## config.mk

```make
export PLATFORM = sky130hd
export DESIGN_NAME = mcu_spi_responder
export DESIGN_NICKNAME = d
export VERILOG_FILES = /design/src/rtl/mcu_spi_responder.sv
export SDC_FILE = /design/constraint.sdc
export NUM_CORES = 1
export LEC_CHECK = 0
export CORE_UTILIZATION = 51
export CTS_CLUSTER_DIAMETER = 40
export CTS_CLUSTER_SIZE = 10
export DETAILED_ROUTE_END_ITERATION = 10
export PLACE_DENSITY = 0.75
export SLEW_MARGIN = 20
export SYNTH_ARGS = -nofsm -noshare
export SYNTH_HDL_FRONTEND = slang
export SYNTH_SLANG_ARGS = --single-unit
export TNS_END_PERCENT = 5
```

## constraint.sdc

```tcl
create_clock -name clk -period 1.6 [get_ports clk]
set_input_delay 0.48 -clock clk [delete_from_list [all_inputs] [get_ports clk]]
set_output_delay 0.48 -clock clk [all_outputs]
set_load 0.05 [all_outputs]
```

## src/rtl/mcu_spi_responder.sv

```systemverilog
// Mode-0 SPI responder (MISO only): snapshots the latest x/y samples into a
// 40-bit frame on chip-select and shifts it out MSB first, oversampled in clk.
module mcu_spi_responder #(
   parameter int DW          = 16,
   parameter int SEQW        = 7,
   parameter int SYNC_STAGES = 2
) (
   input  logic          clk,
   input  logic          rst,
   input  logic          sample_valid,
   input  logic [DW-1:0] x_sample,
   input  logic [DW-1:0] y_sample,
   input  logic          spi_sclk,
   input  logic          spi_cs_n,
   output logic          spi_miso,
   output logic          spi_miso_oe,
   output logic          frame_done,
   output logic          frame_abort
);

   localparam int FW = 1 + SEQW + 2 * DW;
   localparam int CW = $clog2(FW + 1);

   typedef enum logic [1:0] {IDLE, SHIFT, DONE} state_t;

   state_t               state, state_nxt;
   logic [SYNC_STAGES-1:0] cs_sync, sclk_sync, warm;
   logic                 cs_d, sclk_d, cs_s, sclk_s;
   logic                 cs_fall, cs_rise, sclk_rise, sclk_fall;
   logic                 armed;
   logic [DW-1:0]        x_shadow, y_shadow;
   logic [SEQW-1:0]      seq;
   logic                 new_flag;
   logic [FW-1:0]        shreg, shreg_nxt, frame;
   logic [CW-1:0]        bit_cnt, bit_cnt_nxt;
   logic                 load, done_nxt, abort_nxt;

   always_ff @(posedge clk) begin
      if (rst) begin
         cs_sync   <= '1;
         sclk_sync <= '0;
         cs_d      <= 1'b1;
         sclk_d    <= 1'b0;
         warm      <= '0;
      end else begin
         cs_sync   <= {cs_sync[SYNC_STAGES-2:0], spi_cs_n};
         sclk_sync <= {sclk_sync[SYNC_STAGES-2:0], spi_sclk};
         cs_d      <= cs_s;
         sclk_d    <= sclk_s;
         warm      <= {warm[SYNC_STAGES-2:0], 1'b1};
      end
   end

   assign cs_s      = cs_sync[SYNC_STAGES-1];
   assign sclk_s    = sclk_sync[SYNC_STAGES-1];
   assign cs_fall   = cs_d & ~cs_s;
   assign cs_rise   = ~cs_d & cs_s;
   assign sclk_rise = ~sclk_d & sclk_s;
   assign sclk_fall = sclk_d & ~sclk_s;

   // The reset-value 1s in the cs_n chain are not a real observation of an
   // idle bus; wait until the chain holds only post-reset samples before arming.
   always_ff @(posedge clk) begin
      if (rst)
         armed <= 1'b0;
      else if (warm[SYNC_STAGES-1] && cs_s)
         armed <= 1'b1;
   end

   always_ff @(posedge clk) begin
      if (rst) begin
         x_shadow <= '0;
         y_shadow <= '0;
         seq      <= '0;
         new_flag <= 1'b0;
      end else if (sample_valid) begin
         x_shadow <= x_sample;
         y_shadow <= y_sample;
         seq      <= seq + 1'b1;
         new_flag <= 1'b1;
      end else if (load) begin
         new_flag <= 1'b0;
      end
   end

   assign frame = {new_flag, seq, x_shadow, y_shadow};

   always_ff @(posedge clk) begin
      if (rst) begin
         state       <= IDLE;
         shreg       <= '0;
         bit_cnt     <= '0;
         frame_done  <= 1'b0;
         frame_abort <= 1'b0;
      end else begin
         state       <= state_nxt;
         shreg       <= shreg_nxt;
         bit_cnt     <= bit_cnt_nxt;
         frame_done  <= done_nxt;
         frame_abort <= abort_nxt;
      end
   end

   always_comb begin
      state_nxt   = state;
      shreg_nxt   = shreg;
      bit_cnt_nxt = bit_cnt;
      load        = 1'b0;
      done_nxt    = 1'b0;
      abort_nxt   = 1'b0;
      if (cs_rise) begin
         state_nxt = IDLE;
         done_nxt  = (state == DONE);
         abort_nxt = (state == SHIFT);
      end else begin
         case (state)
            IDLE: begin
               if (cs_fall && armed) begin
                  load        = 1'b1;
                  shreg_nxt   = frame;
                  bit_cnt_nxt = '0;
                  state_nxt   = SHIFT;
               end
            end
            SHIFT: begin
               if (sclk_rise) begin
                  bit_cnt_nxt = bit_cnt + 1'b1;
                  if (bit_cnt == CW'(FW - 1))
                     state_nxt = DONE;
               end else if (sclk_fall && (bit_cnt < CW'(FW))) begin
                  shreg_nxt = {shreg[FW-2:0], 1'b0};
               end
            end
            default: ;
         endcase
      end
      spi_miso    = (state == SHIFT) & shreg[FW-1];
      spi_miso_oe = (state != IDLE);
   end

endmodule

```

==> results.md <==
- In the final routed layout, each cell accounts on average for 14.30 µm.
- The final hold violation count is 0.
- The critical path startpoint category is a register.
- The number of placed instances, taps included is 573.
- After floorplanning, the core was divided into 32 placement rows.
- The number of remaining DRC errors is 0.
- The number of sinks handled by clock tree synthesis is 99.
- The layout overhead on the synthesized area is 19.67%.
- Setup violations remaining at the end of the flow were counted as 6.
- The number of cells in the finished layout apart from fillers is 593.
- The die covers 8700 µm².
- The part of the power in the clock network is 26.7%.
- Max-cap violations in this run came to 0.
- The synthesized design contains 99 register bits.
- The floorplan step set the die height to 93.28 µm.
- Synthesis produced a netlist with a net count of 490.
- Clock latency on the worst-skew pair, taken at its later pin, is 0.36 ns.
- Summed over all layers, the routed wires come to 8481 µm.
- Per report_power, the combinational group accounts for 19.4% of the total.
- The first-pass GRT wire length is 14610 µm.
- For the final routed database, the setup TNS stands at -0.1301 ns.
- The critical path data required time is 1.12 ns.
- In this run, the number of DRC markers left after iteration 0 of detailed routing was 92.
- The clock tree synthesis step divided the H-tree into 3 levels.
- Timing would allow up to 590.7 MHz.
- The slew of the pin with the lowest slew margin is 0.3911 ns.
- The static leakage is 1.806 nW.
- The minimum clock period after layout is 1.693 ns.
- The CTS tree is yes.
- The detailed-route via count is 3272.
- The initial utilization of the core area, before any placement, comes to 53.87%.
- The gate count after technology mapping is 451.
- The number of antenna diodes in the final layout is 0.
- Setup repair after global routing could not meet its margin everywhere.
- The analysis attributes to net switching a power of 1.466 mW.
- The relative slew slack is 73.93%.
- Power spread over the standard cell area amounts to 1010 nW/µm².
- The cell sitting at the root of the clock tree is a clkbuf_8.
- The share of the clock period used by the worst path after layout is 105.8%.
- The area share of the leading cell type in the synthesized netlist is 46.64%.
- Summing the sequential cell areas from Yosys gives 46.64% of the chip area.
- In the final layout, flip-flops and latches occupy 1987 µm².
- The post-synthesis average cell area is 9.421 µm².
- Internal power comes to 3.672 mW.
- STA puts the critical path data arrival time at 1.21 ns.
- The count of warnings emitted by yosys is 0.
- The mapped netlist covers 4249 µm².
- In this run the standard cell core region covers 7888 µm².
- The largest driver fanout on the critical path is 4.
- The largest voltage drop on the vdd net is 0.0005908 V.
- The initial antenna violation count is 0.
- The type of the tightest min-delay check is register to register.
- The register share of total power is 53.9%.
- The clock-pin transition on the worst setup and hold timing paths is 0.08 ns.
- The most area-hungry cell type in the Yosys netlist is dfxtp_1.
- The number of buffers inserted by port buffering is 40.
- Across the routed clock network, the largest skew measured is 0.01153 ns.
- The half-perimeter wire length of the detailed placement result is 5409 µm.
- The clock buffer count from CTS is 9.
- The final global-route overflow total is 0.
- The setup slack after placement is 0.02891 ns.
- The number of pins with negative max-slew slack in the final report is 0.
- The count of fill cells added during filler insertion is 671.
- The die boundary width is 93.28 µm.
- The final layout contains 526 nets.
- Sorting the synthesized cells by area gives the leading types as dfxtp_1, a311oi_2, mux2i_1.
- The number of search-and-repair iterations in the first detailed-routing pass is 4.
- The number of hold buffers added after CTS was 0.
- In this run the remaining antenna-violating nets after routing total 0.
- The maximum number of pins on one net before global-route repair is 44.
- Routability-driven placement finished with a final weighted congestion of 0.8153.
- The multi-input combinational cells in the finished layout cover a total of 2106 µm².
- The flow ran to the end, but the final reports show violations.
- In the final layout, the share of cells above drive strength 1 is 20.37%.
- The via count of the first global-routing pass came to 3246.
- The worst setup path is captured at a primary output.
- The count of boundary I/O pins is 41.
- The checks that failed: negative setup slack.
- The number of different library cells used by synthesis comes to 37.
- The type of the setup path with the least slack is register to primary output.
- The total routing usage reported by global routing is 21.06%.
- The setup slack after layout is -0.09288 ns.
- The mean number of vias per cell is 5.518.
- The number of buffers on the longest clock path is 2.
- Of the total power, the share spent switching nets is 28.53%.
placed cells by master, fill, tap and decap left out, types with 2 or more instances in the layout:
cell type,count
o31ai_1,4
clkdlybuf4s50_1,34
buf_12,9
nand3_1,5
clkbuf_8,9
nand2b_1,4
o21ai_1,2
or3_1,2
mux2i_1,33
clkinv_2,3
inv_1,4
nor2_1,42
a311oi_2,39
o21ai_0,3
buf_4,18
ha_1,2
a21boi_1,4
nand4_1,2
or2_2,4
a21oi_1,46
nor2b_1,4
and4_1,2
dfxtp_1,97
or4_1,4
nand2_1,86
xor2_1,3
repair_timing:
item,4_1_cts,5_1_grt
endpoints found under the setup margin,18,47
buffers inserted,5,0
pin swaps,9,2
resized for setup,8,6
path summary, 6_finish.rpt:
path | from | end | slack, ns | depth (start not counted)
min | cs_sync[0] | cs_sync[1] | 0.43 | 1
max | state[1] | spi_miso | -0.09 | 4
min reg2reg | cs_sync[0] | cs_sync[1] | 0.43 | 1
max reg2reg | state[0] | bit_cnt[0] | -0.02 | 7
sequential cells by signal, indices dropped and copies added, names as in the netlist:
name         flops
armed            1
bit_cnt          6
cs_d             1
cs_sync          2
frame_abort      1
frame_done       1
new_flag         1
sclk_d           1
sclk_sync        2
seq              7
shreg           40
state            2
warm             2
x_shadow        16
y_shadow        16
Yosys cell counts, drive strengths merged:
| cell | n |
|---|---|
| a21o | 2 |
| nand4 | 2 |
| xnor2 | 1 |
| a311oi | 39 |
| buf | 16 |
| dfxtp | 99 |
| nor2 | 43 |
| nand3b | 1 |
| inv | 5 |
| o21ai | 5 |
| nor2b | 5 |
| or2 | 4 |
| xor2 | 3 |
| and4 | 2 |
| a21boi | 4 |
| mux2i | 33 |
| a21oi | 47 |
| a211oi | 1 |
| a31oi | 1 |
| nand2b | 4 |
| or3 | 3 |
| o31ai | 4 |
| nor3 | 1 |
| clkbuf | 23 |
| and3b | 1 |
| ha | 2 |
| o22ai | 1 |
| and2 | 2 |
| nand2 | 86 |
| nand3 | 5 |
| or4 | 4 |
| a31o | 1 |
| nor4 | 1 |
cell families (layout without fill, tap and decap cells):
kind of cell / count (synthesis) / count (layout) / synth area share [%]
AND/OR/NAND/NOR: 164 / 164 / 16.70
AO/OA/AOI/OAI: 105 / 105 / 22.35
flip-flops: 99 / 99 / 46.64
buffers and inverters: 44 / 84 / 5.123
multiplexers: 33 / 33 / 7.774
XOR/XNOR: 4 / 4 / 0.8247
adder cells (fa/ha/maj): 2 / 2 / 0.5888
power by group through the flow:
stage | logic (mW) | registers [mW] | clock network, mW
finish | 0.995 | 2.77 | 1.37
global route | 1.09 | 2.79 | 1.51
CTS | 0.991 | 2.77 | 1.41
detailed placement | 0.973 | 2.82 | 0
global placement | 0.946 | 2.81 | 0
floorplan | 0.716 | 2.79 | 0
per-layer routing:
layer | part of all wire, % | track usage [%] | wire length, µm | vias up
met1 | 47 | 25.29 | 3996 | 1555
met2 | 49 | 36.95 | 4129 | 50
met5 | 0 | 0 | 0 | -
li1 | - | - | - | 1657
met3 | 3.2 | 4.553 | 271 | 10
met4 | 0.99 | 7.436 | 84 | 0
through the flow:
step                cell area [µm²]  hold WS (ns)  power, mW  util [%]
global placement               4837        0.4056      3.760     61.33
global route                   5085        0.4611      5.390     64.47
floorplan                      4253        0.3895      3.508         -
finish                         5085        0.4341      5.138     64.47
CTS                            5057        0.4402      5.164     64.12
detailed placement             4837        0.4162      3.793     61.33
critical path: stages (launching register included):
cell and delay, ns:
dfxtp_2 0.33, buf_6 0.13, nor2b_4 0.11, and2_4 0.16
buf_12 0.13
cell type report:
type | instances | share of cell area, %
flip-flops and latches | 99 | 39.07
inverters | 5 | 0.3691
clock buffers | 10 | 2.510
clock inverters | 5 | 0.6152
repair buffers | 64 | 13.51
multi-input cells | 308 | 41.41
well taps | 102 | 2.510
Power figures use the tool's default switching activity.
